==> config.mk <==
export PLATFORM = sky130hd
export DESIGN_NAME = decode_stage
export DESIGN_NICKNAME = d
export VERILOG_FILES = /design/src/rtl/decode_stage.sv
export SDC_FILE = /design/constraint.sdc
export NUM_CORES = 1
export LEC_CHECK = 0
export BUFFER_PORTS_ARGS = -buffer_cell sky130_fd_sc_hd__buf_4
export CORE_MARGIN = 2
export CORE_UTILIZATION = 50
export CTS_BUF_LIST = sky130_fd_sc_hd__clkbuf_8
export DETAILED_ROUTE_END_ITERATION = 8
export PLACE_DENSITY_LB_ADDON = 0.12
export SLEW_MARGIN = 0
export SYNTH_ARGS = -nofsm -noshare
export SYNTH_HDL_FRONTEND = slang
export SYNTH_SLANG_ARGS = --single-unit
==> constraint.sdc <==
create_clock -name clk -period 3 [get_ports clk]
set_input_delay 0.3 -clock clk [delete_from_list [all_inputs] [get_ports clk]]
set_output_delay 0.3 -clock clk [all_outputs]
set_load 0.02 [all_outputs]
==> src/rtl/decode_stage.sv <==
// decode_stage: multi-lane RV32I decoder into one-hot unit/op fields, registered behind a one-entry skid buffer.
// Optional DECODE_PERF_CNT_EN adds delivered-instruction and skid-stall counters.
module decode_stage #(
  parameter int LANES = 2,
  parameter int XLEN = 32,
  localparam int NB_UNIT = 6,
  localparam int NB_OPERATION = 6,
  localparam int NB_REGS = 5
) (
  input  logic                         clk,
  input  logic                         reset_n,
  input  logic                         flush_i,
  input  logic [LANES-1:0]             if_valid_i,
  input  logic [LANES*32-1:0]          if_instr_i,
  input  logic [LANES*XLEN-1:0]        if_pc_i,
  output logic                         if_ready_o,
  output logic [LANES-1:0]             dec_valid_o,
  input  logic                         dec_ready_i,
  output logic [LANES*NB_UNIT-1:0]     dec_unit_o,
  output logic [LANES*NB_OPERATION-1:0] dec_op_o,
  output logic [LANES-1:0]             dec_mod_o,
  output logic [LANES*2-1:0]           dec_size_o,
  output logic [LANES*NB_REGS-1:0]     dec_rd_o,
  output logic [LANES*NB_REGS-1:0]     dec_rs1_o,
  output logic [LANES*NB_REGS-1:0]     dec_rs2_o,
  output logic [LANES-1:0]             dec_use_imm_o,
  output logic [LANES-1:0]             dec_use_pc_o,
  output logic [LANES*XLEN-1:0]        dec_imm_o,
  output logic [LANES*XLEN-1:0]        dec_pc_o,
  output logic [LANES-1:0]             dec_illegal_o,
  output logic [1:0]                   dbg_state
`ifdef DECODE_PERF_CNT_EN
  ,
  output logic [31:0]                  perf_dec_cnt_o,
  output logic [31:0]                  perf_stall_cnt_o
`endif
);

  localparam logic [1:0] S_EMPTY = 2'd0;
  localparam logic [1:0] S_FULL  = 2'd1;
  localparam logic [1:0] S_SKID  = 2'd2;

  localparam logic [6:0] OPC_OP     = 7'b0110011;
  localparam logic [6:0] OPC_OP_IMM = 7'b0010011;
  localparam logic [6:0] OPC_BRANCH = 7'b1100011;
  localparam logic [6:0] OPC_JAL    = 7'b1101111;
  localparam logic [6:0] OPC_JALR   = 7'b1100111;
  localparam logic [6:0] OPC_LOAD   = 7'b0000011;
  localparam logic [6:0] OPC_STORE  = 7'b0100011;
  localparam logic [6:0] OPC_LUI    = 7'b0110111;
  localparam logic [6:0] OPC_AUIPC  = 7'b0010111;
  localparam logic [6:0] OPC_FENCE  = 7'b0001111;
  localparam logic [6:0] F7_ALT     = 7'b0100000;

  localparam logic [5:0] U_ALU = 6'b000001;
  localparam logic [5:0] U_SFT = 6'b000010;
  localparam logic [5:0] U_BU  = 6'b000100;
  localparam logic [5:0] U_LSU = 6'b001000;

  // Operation bits are one-hot within the selected unit.
  localparam logic [5:0] ALU_ADD = 6'b000001, ALU_AND = 6'b000010, ALU_OR  = 6'b000100;
  localparam logic [5:0] ALU_XOR = 6'b001000, ALU_SLT = 6'b010000;
  localparam logic [5:0] SFT_SLL = 6'b000001, SFT_SRL = 6'b000010, SFT_SRA = 6'b000100;
  localparam logic [5:0] BU_BEQ  = 6'b000001, BU_BNE  = 6'b000010, BU_BLT  = 6'b000100;
  localparam logic [5:0] BU_BGE  = 6'b001000, BU_JAL  = 6'b010000, BU_JALR = 6'b100000;
  localparam logic [5:0] LSU_LD  = 6'b000001, LSU_ST  = 6'b000010;

  typedef struct packed {
    logic [NB_UNIT-1:0]      unit;
    logic [NB_OPERATION-1:0] op;
    logic                    modifier;
    logic [1:0]              size;
    logic [NB_REGS-1:0]      rd;
    logic [NB_REGS-1:0]      rs1;
    logic [NB_REGS-1:0]      rs2;
    logic                    use_imm;
    logic                    use_pc;
    logic [XLEN-1:0]         imm;
    logic [XLEN-1:0]         pc;
    logic                    illegal;
  } dec_t;

  function automatic dec_t decode(input logic [31:0] ins, input logic [XLEN-1:0] pc);
    dec_t d;
    logic ill;
    logic [31:0] imm;
    logic [6:0] opc;
    logic [2:0] f3;
    logic [6:0] f7;
    opc = ins[6:0];
    f3  = ins[14:12];
    f7  = ins[31:25];
    d   = '0;
    ill = 1'b0;
    imm = {{20{ins[31]}}, ins[31:20]};
    d.pc = pc;
    case (opc)
      OPC_OP, OPC_OP_IMM: begin
        d.unit = U_ALU;
        d.rd   = ins[11:7];
        d.rs1  = ins[19:15];
        if (opc == OPC_OP) d.rs2 = ins[24:20];
        else d.use_imm = 1'b1;
        case (f3)
          3'b000: begin d.op = ALU_ADD; d.modifier = (opc == OPC_OP) && (f7 == F7_ALT); end
          3'b001: begin d.unit = U_SFT; d.op = SFT_SLL; end
          3'b010: d.op = ALU_SLT;
          3'b011: begin d.op = ALU_SLT; d.modifier = 1'b1; end
          3'b100: d.op = ALU_XOR;
          3'b101: begin d.unit = U_SFT; d.op = (f7 == F7_ALT) ? SFT_SRA : SFT_SRL; end
          3'b110: d.op = ALU_OR;
          default: d.op = ALU_AND;
        endcase
        // Shift immediates carry only the shamt; funct7 is an encoding field, not data.
        if (f3 == 3'b001 || f3 == 3'b101) imm = {27'b0, ins[24:20]};
        if (f3 == 3'b001) ill = (f7 != 7'b0);
        else if (f3 == 3'b101 || (f3 == 3'b000 && opc == OPC_OP)) ill = (f7 != 7'b0) && (f7 != F7_ALT);
        else if (opc == OPC_OP) ill = (f7 != 7'b0);
      end
      OPC_BRANCH: begin
        d.unit = U_BU;
        d.rs1  = ins[19:15];
        d.rs2  = ins[24:20];
        imm    = {{19{ins[31]}}, ins[31], ins[7], ins[30:25], ins[11:8], 1'b0};
        d.modifier = f3[1];
        case (f3)
          3'b000: d.op = BU_BEQ;
          3'b001: d.op = BU_BNE;
          3'b100, 3'b110: d.op = BU_BLT;
          3'b101, 3'b111: d.op = BU_BGE;
          default: ill = 1'b1;
        endcase
      end
      OPC_JAL: begin
        d.unit = U_BU; d.op = BU_JAL; d.rd = ins[11:7]; d.use_imm = 1'b1;
        imm = {{11{ins[31]}}, ins[31], ins[19:12], ins[20], ins[30:21], 1'b0};
      end
      OPC_JALR: begin
        d.unit = U_BU; d.op = BU_JALR; d.rd = ins[11:7]; d.rs1 = ins[19:15]; d.use_imm = 1'b1;
        ill = (f3 != 3'b000);
      end
      OPC_LOAD: begin
        d.unit = U_LSU; d.op = LSU_LD; d.rd = ins[11:7]; d.rs1 = ins[19:15]; d.use_imm = 1'b1;
        d.size = f3[1:0];
        d.modifier = f3[2];
        ill = (f3 == 3'b011) || (f3 == 3'b110) || (f3 == 3'b111);
      end
      OPC_STORE: begin
        d.unit = U_LSU; d.op = LSU_ST; d.rs1 = ins[19:15]; d.rs2 = ins[24:20]; d.use_imm = 1'b1;
        d.size = f3[1:0];
        imm = {{20{ins[31]}}, ins[31:25], ins[11:7]};
        ill = f3[2] || (f3[1:0] == 2'b11);
      end
      OPC_LUI, OPC_AUIPC: begin
        d.unit = U_ALU; d.op = ALU_ADD; d.rd = ins[11:7]; d.use_imm = 1'b1;
        d.use_pc = (opc == OPC_AUIPC);
        imm = {ins[31:12], 12'b0};
      end
      OPC_FENCE: begin
        d.unit = U_ALU; d.op = ALU_ADD; d.use_imm = 1'b1;
        imm = '0;
      end
      default: ill = 1'b1;
    endcase
    d.imm = XLEN'($signed(imm));
    // Illegal lanes carry no work but keep their PC so commit can raise the trap.
    if (ill) begin
      d = '0;
      d.pc = pc;
      d.illegal = 1'b1;
    end
    return d;
  endfunction

  dec_t [LANES-1:0] dec_next;
  dec_t [LANES-1:0] out_d;
  dec_t [LANES-1:0] skid_d;
  logic [LANES-1:0] out_vld;
  logic [LANES-1:0] skid_vld;
  logic [1:0]       state;
  logic             ready_q;
  logic             in_fire;
  logic             out_fire;

  always_comb begin
    dec_next = '0;
    for (int l = 0; l < LANES; l++)
      dec_next[l] = decode(if_instr_i[l*32 +: 32], if_pc_i[l*XLEN +: XLEN]);
  end

  // Handshake: a bundle enters when any if_valid_i bit is set while if_ready_o is high, and
  // leaves when any dec_valid_o bit is set while dec_ready_i is high; whole bundles only.
  assign in_fire  = (|if_valid_i) && ready_q;
  assign out_fire = (|out_vld) && dec_ready_i;

  always_ff @(posedge clk or negedge reset_n) begin
    if (!reset_n) begin
      state    <= S_EMPTY;
      ready_q  <= 1'b1;
      out_vld  <= '0;
      out_d    <= '0;
      skid_vld <= '0;
      skid_d   <= '0;
    end else if (flush_i) begin
      state    <= S_EMPTY;
      ready_q  <= 1'b1;
      out_vld  <= '0;
      skid_vld <= '0;
    end else begin
      case (state)
        S_EMPTY: if (in_fire) begin
          out_vld <= if_valid_i;
          out_d   <= dec_next;
          state   <= S_FULL;
        end
        S_FULL: begin
          if (in_fire && out_fire) begin
            out_vld <= if_valid_i;
            out_d   <= dec_next;
          end else if (out_fire) begin
            out_vld <= '0;
            state   <= S_EMPTY;
          end else if (in_fire) begin
            skid_vld <= if_valid_i;
            skid_d   <= dec_next;
            state    <= S_SKID;
            ready_q  <= 1'b0;
          end
        end
        S_SKID: if (out_fire) begin
          out_vld  <= skid_vld;
          out_d    <= skid_d;
          skid_vld <= '0;
          state    <= S_FULL;
          ready_q  <= 1'b1;
        end
        default: begin
          state   <= S_EMPTY;
          ready_q <= 1'b1;
          out_vld <= '0;
        end
      endcase
    end
  end

  assign if_ready_o  = ready_q;
  assign dec_valid_o = out_vld;
  assign dbg_state   = state;

  for (genvar l = 0; l < LANES; l++) begin : g_out
    assign dec_unit_o[l*NB_UNIT +: NB_UNIT]           = out_d[l].unit;
    assign dec_op_o[l*NB_OPERATION +: NB_OPERATION]   = out_d[l].op;
    assign dec_mod_o[l]                               = out_d[l].modifier;
    assign dec_size_o[l*2 +: 2]                       = out_d[l].size;
    assign dec_rd_o[l*NB_REGS +: NB_REGS]             = out_d[l].rd;
    assign dec_rs1_o[l*NB_REGS +: NB_REGS]            = out_d[l].rs1;
    assign dec_rs2_o[l*NB_REGS +: NB_REGS]            = out_d[l].rs2;
    assign dec_use_imm_o[l]                           = out_d[l].use_imm;
    assign dec_use_pc_o[l]                            = out_d[l].use_pc;
    assign dec_imm_o[l*XLEN +: XLEN]                  = out_d[l].imm;
    assign dec_pc_o[l*XLEN +: XLEN]                   = out_d[l].pc;
    assign dec_illegal_o[l]                           = out_d[l].illegal;
  end

`ifdef DECODE_PERF_CNT_EN
  always_ff @(posedge clk or negedge reset_n) begin
    if (!reset_n) begin
      perf_dec_cnt_o   <= '0;
      perf_stall_cnt_o <= '0;
    end else begin
      if (out_fire && !flush_i) perf_dec_cnt_o <= perf_dec_cnt_o + 32'($countones(out_vld));
      if (state == S_SKID) perf_stall_cnt_o <= perf_stall_cnt_o + 32'd1;
    end
  end
`endif

endmodule

* Word level (Yosys, flattened, before mapping)
Cells that the tools add are included.
Storage, ports and cells: flip-flop bits (word level) 395, output and inout port bits 199
Cells by class: equality and inequality tests 53, mux-type cells 73, bitwise gates (word level) 3, reduce and logical (&&, ||, !) cells 66
Operator list (number):
- two-way mux 194 bit | 3
- case mux 194 bit (3 select lines) | 1
- case mux 32 bit (6 select lines) | 2
- two-way mux 97 bit | 2
- case mux 12 bit (7 select lines) | 2
- two-way mux 32 bit | 2
- == test 7 x 6 -> 1 bit (second input constant) | 8
- case mux 5 bit (5 select lines) | 2
- == test 7 bit (second input constant) | 6
- OR reduction 2 bit | 20
- two-way mux 2 bit | 18
- case mux 4 bit (4 select lines) | 2
- two-way mux 5 bit | 6
- == test 7 x 5 -> 1 bit (second input constant) | 4
- OR reduction 7 bit | 4
- == test 3 bit (second input constant) | 8
- OR reduction 6 bit | 4
- case mux 5 bit (2 select lines) | 2
- AND reduction 5 bit | 4
- two-way mux 1 bit | 17
- inequality test 3 bit (second input constant) | 5
- == test 7 x 2 -> 1 bit (second input constant) | 2
- == test 7 x 4 -> 1 bit (second input constant) | 2
- inequality test 7 x 6 -> 1 bit (second input constant) | 2
- 23 further kinds | 67

* Logic depth before layout (Yosys ltp)
Gate-level depths: netlist of the first run.
depth in word-level cells 9, depth in mapped cells 9, depth with buffers taken out 6

* Worst setup path before layout of the first run
No wires, ideal clock.
path kind reg2reg, start reg out_vld[1] (netlist: dec_valid_o[1]), end reg skid_d[160] (netlist bit), setup time 135 ps, arrival time 2073 ps, setup slack 793 ps, cell stages (with the launch flop) 9, path buffers 3, clock period less this slack 2207 ps, path through dfrtp_1 > o21ai_2 > nand2_1 > or4_1 > buf_2 > clkbuf_1 > clkbuf_1 > nand2_1 > o31ai_1
On the way: cells in the longest elaborated chain, start to end 5, elaborated cells between the ends (all ways) 6, classes of those cells bitwise (2); reduce/logical (4)
RTL lines:
- start: declaration | RTL line 178 | logic [LANES-1:0] out_vld;
- start signal: assignment | RTL line 212 | out_vld <= if_valid_i;
- start signal: assignment | RTL line 218 | out_vld <= if_valid_i;
- start signal: assignment | RTL line 231 | out_vld <= skid_vld;
- OR reduction 2 bit (*) | RTL line 194 | assign out_fire = (|out_vld) && dec_ready_i;
- logical AND 1 bit (*) | RTL line 194
- logical AND 1 bit | RTL line 217 | if (in_fire && out_fire) begin
- NOT 1 bit (no line)
- AND reduction 5 bit (no line) (*)
- end signal: assignment | RTL line 225 | skid_d <= dec_next;
- end: declaration | RTL line 177 | dec_t [LANES-1:0] skid_d;
Every way passes the cells marked *; elsewhere a longest branch is shown, timed or not. A chain may end at the register's enable or synchronous reset.

* Final worst setup path of the first run
start reg ready_q (netlist: if_ready_o), end reg out_d (netlist bit dec_rs1_o[4])
On the way: cells in the longest elaborated chain, start to end 4, elaborated cells between the ends (all ways) 5, classes of those cells eq/ne (2); reduce/logical (3)
RTL lines:
- start: declaration | RTL line 181 | logic ready_q;
- start signal: assignment | RTL line 199 | ready_q <= 1'b1;
- start signal: assignment | RTL line 206 | ready_q <= 1'b1;
- start signal: assignment | RTL line 227 | ready_q <= 1'b0;
- logical AND 1 bit (*) | RTL line 193 | assign in_fire = (|if_valid_i) && ready_q;
- logical AND 1 bit | RTL line 217
- inequality test 2 bit (no line)
- AND reduction 5 bit (no line) (*)
- end signal: assignment | RTL line 213 | out_d <= dec_next;
- end signal: assignment | RTL line 219 | out_d <= dec_next;
- end signal: assignment | RTL line 232 | out_d <= skid_d;
- end: declaration | RTL line 176 | dec_t [LANES-1:0] out_d;
Marked as above.

==> impl_metrics.prom, run 1 <==
# TYPE chip_impl_metric gauge
chip_impl_info{name="run_status",value="finished, final reports clean"} 1
chip_impl_metric{name="design_area",unit="sq um"} 23300
chip_impl_metric{name="p_leak",unit="nW"} 11.1
chip_impl_info{name="timing.hold.worst.class",value="input port to flop"} 1
chip_impl_metric{name="number_of_max_slew_violations_in_the_final_report",unit=""} 0
chip_impl_metric{name="number_of_drc_violations_after_detailed_routing_iteration_0",unit=""} 1364
chip_impl_metric{name="syn_area_per_cell",unit="sq um"} 8.70
chip_impl_metric{name="yosys_register_bits",unit=""} 387
chip_impl_metric{name="syn-instance-count",unit=""} 2062
chip_impl_metric{name="relSlewSlack",unit="%"} 18.8
chip_impl_metric{name="die_outline_area",unit="sq um"} 37400
chip_impl_info{name="startpoint_type",value="flop"} 1
chip_impl_metric{name="met1_length",unit="mm"} 24.8
chip_impl_metric{name="netlist.area_leader.share",unit="%"} 53.8
chip_impl_info{name="netlist_top_cells_count",value="sky130_fd_sc_hd__nand2_1, sky130_fd_sc_hd__dfrtp_1, sky130_fd_sc_hd__a21oi_1"} 1
chip_impl_info{name="cts_tree",value="done"} 1
chip_impl_metric{name="numClockSinks",unit=""} 387
chip_impl_metric{name="multi_input_comb_area",unit="sq um"} 7590
chip_impl_info{name="most_frequent_cell_after_synthesis",value="sky130_fd_sc_hd__nand2_1"} 1
chip_impl_metric{name="viasPerCell",unit=""} 5.80
chip_impl_metric{name="pin_count",unit=""} 333
chip_impl_metric{name="grt_overflow",unit=""} 0
chip_impl_metric{name="first_global_vias",unit=""} 16600
chip_impl_info{name="worstSetupPathType",value="flop to flop"} 1
chip_impl_metric{name="met2_length",unit="mm"} 26.4
chip_impl_metric{name="routability_congestion_estimate",unit=""} 0.929
chip_impl_metric{name="ir_drop_worst_case_vdd",unit="mV"} 0.648
chip_impl_metric{name="detailroute.via_count",unit=""} 17100
chip_impl_metric{name="critPathMaxFanout",unit=""} 24
chip_impl_metric{name="grt_start_max_net_pins",unit=""} 105
chip_impl_metric{name="clkLatencyLatePin",unit="ns"} 0.61
chip_impl_metric{name="port_buffers",unit=""} 328
chip_impl_metric{name="critPathBufInv",unit=""} 2
chip_impl_metric{name="final.fill_count",unit=""} 2937
chip_impl_info{name="critical-path-top-delay-family",value="compound AO/OA/AOI/OAI gates"} 1
chip_impl_info{name="worstPathCellList",value="o21ai_1, a211oi_1, o21ba_4, nand2_1, buf_4, nor4_1, buf_4, a21o_1"} 1
chip_impl_info{name="critical-path-slowest-cell",value="sky130_fd_sc_hd__dfstp_2"} 1
chip_impl_metric{name="async_flop_share",unit="%"} 100
chip_impl_metric{name="totalWireLength",unit="mm"} 57.5
chip_impl_metric{name="chipWidth",unit="um"} 193
chip_impl_metric{name="cts_repair_resize_count",unit=""} 0
chip_impl_metric{name="timing.critical_path.arrival",unit="ns"} 3.30
chip_impl_metric{name="global_route.usage.total",unit="%"} 30.4
chip_impl_metric{name="number_of_failing_setup_endpoints_in_the_final_timing_report",unit=""} 0
chip_impl_info{name="grt_setup_unrepaired",value="no"} 1
chip_impl_metric{name="layout-drive-gt1-share",unit="%"} 19.7
chip_impl_metric{name="post_dp_cell_area",unit="sq um"} 20900
chip_impl_metric{name="wire_length_of_the_first_global_routing_pass",unit="mm"} 92.1
chip_impl_metric{name="postLayoutSetupSlackWorst",unit="ns"} 0.220
chip_impl_info{name="synth_top_flop_cell",value="sky130_fd_sc_hd__dfrtp_1"} 1
chip_impl_metric{name="timing_hold_violations_final",unit=""} 0
chip_impl_metric{name="postLayoutCoreUtil",unit="%"} 65.6
chip_impl_metric{name="synth_cell_type_count",unit=""} 71
chip_impl_metric{name="period_needed",unit="ns"} 2.78
chip_impl_metric{name="sequential_area",unit="sq um"} 9690
chip_impl_metric{name="critical_path.max_stage_delay",unit="ns"} 0.57
chip_impl_info{name="synth_area_leaders",value="sky130_fd_sc_hd__dfrtp_1, sky130_fd_sc_hd__nand2_1, sky130_fd_sc_hd__a21oi_1"} 1
chip_impl_metric{name="dp_hpwl",unit="mm"} 36.8
chip_impl_metric{name="syn2layout_area_growth",unit="%"} 29.7
chip_impl_info{name="top_layer",value="met4"} 1
chip_impl_metric{name="hold-worst-slack",unit="ns"} 0.0386
chip_impl_metric{name="post_layout_nonfiller_instances",unit=""} 2947
chip_impl_info{name="synth_area_leader",value="sky130_fd_sc_hd__dfrtp_1"} 1
chip_impl_metric{name="drc_errors",unit=""} 0
chip_impl_metric{name="start_util",unit="%"} 50.6
chip_impl_info{name="critical_path.most_common_cell",value="sky130_fd_sc_hd__buf_4"} 1
chip_impl_metric{name="power_per_cell_area",unit="nW/um^2"} 871
chip_impl_metric{name="timing.max_cap.violations",unit=""} 0
chip_impl_metric{name="crit_required",unit="ns"} 3.52
chip_impl_metric{name="finalSetupTns",unit="ns"} 0
chip_impl_metric{name="number_of_iterations_in_the_first_detailed_routing_pass",unit=""} 5
chip_impl_metric{name="tritoncts.num_buffers",unit=""} 66
chip_impl_metric{name="timing_worst_slew_pin_value",unit="ns"} 1.21
chip_impl_info{name="clk_root_buffer_cell",value="sky130_fd_sc_hd__clkbuf_8"} 1
chip_impl_metric{name="n_antenna_cell",unit=""} 0
chip_impl_metric{name="ant_nets",unit=""} 0
chip_impl_metric{name="pre_cts_slack",unit="ns"} 0.246
chip_impl_metric{name="placeableCoreArea",unit="sq um"} 35500
chip_impl_metric{name="synth_enable_flop_cells",unit=""} 0
chip_impl_metric{name="dieHeight",unit="um"} 193
chip_impl_metric{name="grt_antenna_before_repair",unit=""} 0
chip_impl_metric{name="min_period_over_period",unit="%"} 92.7
chip_impl_metric{name="synth.yosys.seq_area_share",unit="%"} 54.0
chip_impl_info{name="kind_of_end_point_of_the_critical_path",value="flop"} 1
chip_impl_metric{name="cts-htree-levels",unit=""} 3
chip_impl_metric{name="total_power",unit="mW"} 20.3
chip_impl_metric{name="syn-cell-area",unit="sq um"} 17900
chip_impl_metric{name="path_clk_slew",unit="ns"} 0.06
chip_impl_metric{name="avgRoutedWirePerCell",unit="um"} 19.5
chip_impl_metric{name="number_of_buffers_between_clock_root_and_the_deepest_sink",unit=""} 3
chip_impl_metric{name="yosysWarningCount",unit=""} 0
chip_impl_metric{name="met3_wirelength",unit="mm"} 4.55
chip_impl_metric{name="finClkSkew",unit="ns"} 0.0362
chip_impl_metric{name="layout.nets",unit=""} 2582
chip_impl_metric{name="numPlacedInstances",unit=""} 2736
chip_impl_metric{name="fmax",unit="MHz"} 360
chip_impl_metric{name="placement_rows",unit=""} 69
where the power goes:
part	leakage, nW	switching, mW	internal (mW)
clock	0.721	2.13	2.63
combinational	5.39	4.72	2.92
sequential	4.96	1.03	6.85
total	11.1	7.87	12.4
logic make-up after synthesis:
kind of cell	synth area share [%]
flip-flops	54.0
buffers and inverters	4.08
AND/OR/NAND/NOR	22.2
other	0.0209
AO/OA/AOI/OAI	19.6
XOR/XNOR	0.0976
multiplexers	0.0558
repair_timing:
item,4_1_cts,5_1_grt
hold buffers,105,0
setup buffers,0,0
endpoints found under the hold margin,271,0
path summary, 6_finish.rpt:
kind	slack (ns)	endpoint	cells after the start	startpoint
min reg2reg	0.47	skid_d[182]$_DFFE_PN0P_	2	skid_d[182]$_DFFE_PN0P_
min	0.04	dec_rs2_o[3]$_DFFE_PN0P_	3	if_instr_i[23]
min in group asynchronous	0.30	skid_d[118]$_DFFE_PN0P_	2	reset_n
max reg2reg	0.22	dec_rs1_o[4]$_DFFE_PN0P_	8	if_ready_o$_DFFE_PN1P_
max	0.22	dec_rs1_o[4]$_DFFE_PN0P_	8	if_ready_o$_DFFE_PN1P_
max in group asynchronous	1.84	dec_imm_o[59]$_DFFE_PN0P_	3	reset_n
flip-flops by register name, summed over array words and instances (netlist names), 4 cells and up:
signal and count:
dec_rs1_o 10, dec_size_o 4, dec_imm_o 64, dec_rs2_o 10, dec_op_o 12, dec_rd_o 10, skid_d 190, dec_pc_o 64
dec_unit_o 8
cell usage in the layout (no fill, tap or decap), types with 12 or more instances in the layout:
cell type,count
sky130_fd_sc_hd__dfrtp_1,386
sky130_fd_sc_hd__a31oi_1,67
sky130_fd_sc_hd__and3_1,62
sky130_fd_sc_hd__buf_4,359
sky130_fd_sc_hd__inv_1,23
sky130_fd_sc_hd__nor2_1,180
sky130_fd_sc_hd__a21oi_1,194
sky130_fd_sc_hd__clkbuf_8,86
sky130_fd_sc_hd__nand3_1,47
sky130_fd_sc_hd__a22o_1,15
sky130_fd_sc_hd__nor2b_1,12
sky130_fd_sc_hd__o31ai_1,48
sky130_fd_sc_hd__buf_12,17
sky130_fd_sc_hd__nand2_1,536
sky130_fd_sc_hd__o21ai_0,123
sky130_fd_sc_hd__o22ai_1,43
sky130_fd_sc_hd__dlygate4sd3_1,105
tightest hold or removal path: stages:
cell and delay [ns]:
sky130_fd_sc_hd__buf_4 0.15, sky130_fd_sc_hd__inv_1 0.07, sky130_fd_sc_hd__o22ai_1 0.06
per-layer routing:
layer	track usage, %	vias to the layer above
li1	-	7936
met4	10.5	0
met2	46.8	735
met3	5.81	142
met5	0	-
met1	43.2	8290
layout make-up:
type                    instances  area share, %
flip-flops and latches        387           41.6
multi-input cells            1503           32.6
repair buffers                482           17.6
clock buffers                  86           5.08
well taps                     461           2.48
clock inverters                20          0.494
inverters                       8          0.129
(Power assumes the default switching activity.)
==> run 2: changes to the inputs <==
Settings changed: CELL_PAD_IN_SITES_DETAIL_PLACEMENT from default to 0, CELL_PAD_IN_SITES_GLOBAL_PLACEMENT from default to 1, CORE_UTILIZATION 50 to 43.
==> run 2 against run 1 <==
Effect of this change:
- combinational power barely moved
- non-clock buffer count rose by 2
- register-to-register slack got worse by 0.02 ns
- clock power rose by 4%
- maximum frequency fell by 0.61%
- core utilization fell by 8.5 points
- die area rose by 16%
- worst setup slack got worse by 0.017 ns
- highest routed layer unchanged
- clock skew fell by 0.017 ns
==> impl_metrics.prom, run 2 (same netlist as run 1, synthesis figures left out) <==
# TYPE chip_impl_metric gauge
chip_impl_metric{name="path_clk_slew",unit="ns"} 0.06
chip_impl_metric{name="die_outline_area",unit="sq um"} 43400
chip_impl_metric{name="total_power",unit="mW"} 20.5
chip_impl_metric{name="number_of_failing_setup_endpoints_in_the_final_timing_report",unit=""} 0
chip_impl_metric{name="dp_hpwl",unit="mm"} 38.2
chip_impl_metric{name="fmax",unit="MHz"} 358
chip_impl_metric{name="totalWireLength",unit="mm"} 60.1
chip_impl_metric{name="number_of_buffers_between_clock_root_and_the_deepest_sink",unit=""} 3
chip_impl_metric{name="number_of_max_slew_violations_in_the_final_report",unit=""} 0
chip_impl_metric{name="numClockSinks",unit=""} 387
chip_impl_metric{name="ir_drop_worst_case_vdd",unit="mV"} 0.535
chip_impl_metric{name="viasPerCell",unit=""} 5.58
chip_impl_metric{name="placement_rows",unit=""} 74
chip_impl_metric{name="syn2layout_area_growth",unit="%"} 30.5
chip_impl_info{name="mostFrequentLayoutCell",value="sky130_fd_sc_hd__nand2_1"} 1
chip_impl_metric{name="finalSetupTns",unit="ns"} 0
chip_impl_metric{name="dieHeight",unit="um"} 208
chip_impl_metric{name="cts-htree-levels",unit=""} 3
chip_impl_metric{name="port_buffers",unit=""} 328
chip_impl_metric{name="number_of_iterations_in_the_first_detailed_routing_pass",unit=""} 5
chip_impl_metric{name="relSlewSlack",unit="%"} 28.0
chip_impl_metric{name="drc_errors",unit=""} 0
chip_impl_metric{name="flip_flop_count_of_the_largest_register_all_copies_and_words_added",unit=""} 190
chip_impl_info{name="top_register",value="skid_d"} 1
chip_impl_metric{name="avgRoutedWirePerCell",unit="um"} 19.8
chip_impl_info{name="worstSetupPathType",value="flop to flop"} 1
chip_impl_metric{name="finClkSkew",unit="ns"} 0.0190
chip_impl_metric{name="tritoncts.num_buffers",unit=""} 68
chip_impl_metric{name="grt_antenna_before_repair",unit=""} 0
chip_impl_metric{name="numPlacedInstances",unit=""} 2805
chip_impl_metric{name="routability_congestion_estimate",unit=""} 0.884
chip_impl_metric{name="pin_count",unit=""} 333
chip_impl_metric{name="critical_path.max_stage_delay",unit="ns"} 0.56
chip_impl_metric{name="clkLatencyLatePin",unit="ns"} 0.62
chip_impl_metric{name="placeableCoreArea",unit="sq um"} 41000
chip_impl_metric{name="timing.critical_path.arrival",unit="ns"} 3.34
chip_impl_info{name="worstPathCellList",value="o21ai_1, a211oi_1, o21ba_4, buf_12, nand2_1, nor4_1, buf_4, a21o_1"} 1
chip_impl_metric{name="cts_setup_buffers",unit=""} 0
chip_impl_metric{name="layout.nets",unit=""} 2586
chip_impl_info{name="cts_tree",value="done"} 1
chip_impl_metric{name="pre_cts_slack",unit="ns"} 0.203
chip_impl_metric{name="power_per_cell_area",unit="nW/um^2"} 874
chip_impl_metric{name="timing_hold_violations_final",unit=""} 0
chip_impl_metric{name="hold-worst-slack",unit="ns"} 0.0455
chip_impl_metric{name="layout-drive-gt1-share",unit="%"} 19.9
chip_impl_metric{name="first_global_vias",unit=""} 16300
chip_impl_info{name="timing.hold.worst.class",value="input port to flop"} 1
chip_impl_metric{name="postLayoutSetupSlackWorst",unit="ns"} 0.203
chip_impl_info{name="clk_root_buffer_cell",value="sky130_fd_sc_hd__clkbuf_8"} 1
chip_impl_metric{name="period_needed",unit="ns"} 2.80
chip_impl_metric{name="grt_overflow",unit=""} 0
chip_impl_info{name="kind_of_end_point_of_the_critical_path",value="flop"} 1
chip_impl_metric{name="min_period_over_period",unit="%"} 93.2
chip_impl_metric{name="wire_length_of_the_first_global_routing_pass",unit="mm"} 95.1
chip_impl_metric{name="grt_start_max_net_pins",unit=""} 139
chip_impl_metric{name="timing_worst_slew_pin_value",unit="ns"} 1.08
chip_impl_metric{name="global_route.usage.total",unit="%"} 27.4
chip_impl_metric{name="timing.max_cap.violations",unit=""} 0
chip_impl_info{name="layout_common_cells",value="sky130_fd_sc_hd__nand2_1, sky130_fd_sc_hd__dfrtp_1, sky130_fd_sc_hd__buf_4, sky130_fd_sc_hd__a21oi_1, sky130_fd_sc_hd__nor2_1"} 1
chip_impl_info{name="critical-path-slowest-cell",value="sky130_fd_sc_hd__dfstp_2"} 1
chip_impl_metric{name="number_of_drc_violations_after_detailed_routing_iteration_0",unit=""} 1469
chip_impl_metric{name="post_layout_nonfiller_instances",unit=""} 3035
chip_impl_metric{name="n_antenna_cell",unit=""} 0
chip_impl_metric{name="crit_required",unit="ns"} 3.55
chip_impl_metric{name="ant_nets",unit=""} 0
chip_impl_metric{name="critPathMaxFanout",unit=""} 83
chip_impl_metric{name="chipWidth",unit="um"} 208
chip_impl_metric{name="p_leak",unit="nW"} 11.1
chip_impl_metric{name="start_util",unit="%"} 43.8
chip_impl_metric{name="detailroute.via_count",unit=""} 16900
chip_impl_info{name="grt_setup_unrepaired",value="no"} 1
chip_impl_info{name="startpoint_type",value="flop"} 1
chip_impl_info{name="run_status",value="finished, final reports clean"} 1
==> run 2: cell types whose count changed in the layout (fill, tap and decap cells not counted), sizes merged <==
| cell | delta |
|---|---|
| buf | -2 |
| inv | +7 |
| clkinv | +5 |
| bufinv | -1 |
| clkbuf | +4 |
| dlygate4sd3 | +4 |
==> run 2: report_power, final <==
part           internal [mW]  total (mW)  leakage, nW  switching (mW)
Clock                   2.68        4.94        0.790            2.26
Combinational           2.90        7.67         5.39            4.77
Sequential              6.85        7.87         4.96            1.02
Total                   12.4        20.5         11.1            8.05
==> run 2: path summary, 6_finish.rpt <==
kind / startpoint / to / slack [ns] / cells after the start
worst max-delay path: if_ready_o$_DFFE_PN1P_ / dec_rs1_o[1]$_DFFE_PN0P_ / 0.20 / 8
worst min register to register: skid_d[36]$_DFFE_PN0P_ / skid_d[36]$_DFFE_PN0P_ / 0.47 / 2
worst max register to register: if_ready_o$_DFFE_PN1P_ / dec_rs1_o[1]$_DFFE_PN0P_ / 0.20 / 8
max in group asynchronous: reset_n / dec_imm_o[6]$_DFFE_PN0P_ / 1.86 / 3
min in group asynchronous: reset_n / skid_d[111]$_DFFE_PN0P_ / 0.27 / 2
worst min-delay path: if_instr_i[21] / skid_d[68]$_DFFE_PN0P_ / 0.05 / 3
==> run 2: layout make-up <==
cell class | count | area (sq um)
inverters | 8 | 30.0
repair buffers | 484 | 4080
flip-flops and latches | 387 | 9690
multi-input cells | 1503 | 7590
fillers | 3786 | 17600
clock inverters | 31 | 143
well taps | 532 | 666
clock buffers | 90 | 1240
==> run 2: worst max-delay path, delay by kind of cell (launching register included) <==
kind            cells  cell delay [ns]
compound gates      4             1.10
buf+inv             2             0.56
simple gates        2             0.48
flops               1             0.56
==> run 2: routing by layer <==
layer,track usage (%),share of wire [%],up-vias
met5,0,0,-
met4,8.31,2.6,0
met3,5.83,7.0,95
met2,40.3,44,614
met1,40.4,46,8276
li1,-,-,7941
==> run 2: timing repair <==
item / in CTS / in global routing
hold endpoints to repair: 287 / 0
hold buffers: 109 / 0
gates resized for setup: 0 / 0
==> run 2: through the flow <==
stage | cell area, sq um | utilization [%]
4_1_cts | 23400 | 57.1
2_1_floorplan | 18000 | -
5_1_grt | 23400 | 57.1
3_3_place_gp | 21000 | 51.1
6_report | 23400 | 57.1
3_5_place_dp | 21000 | 51.1
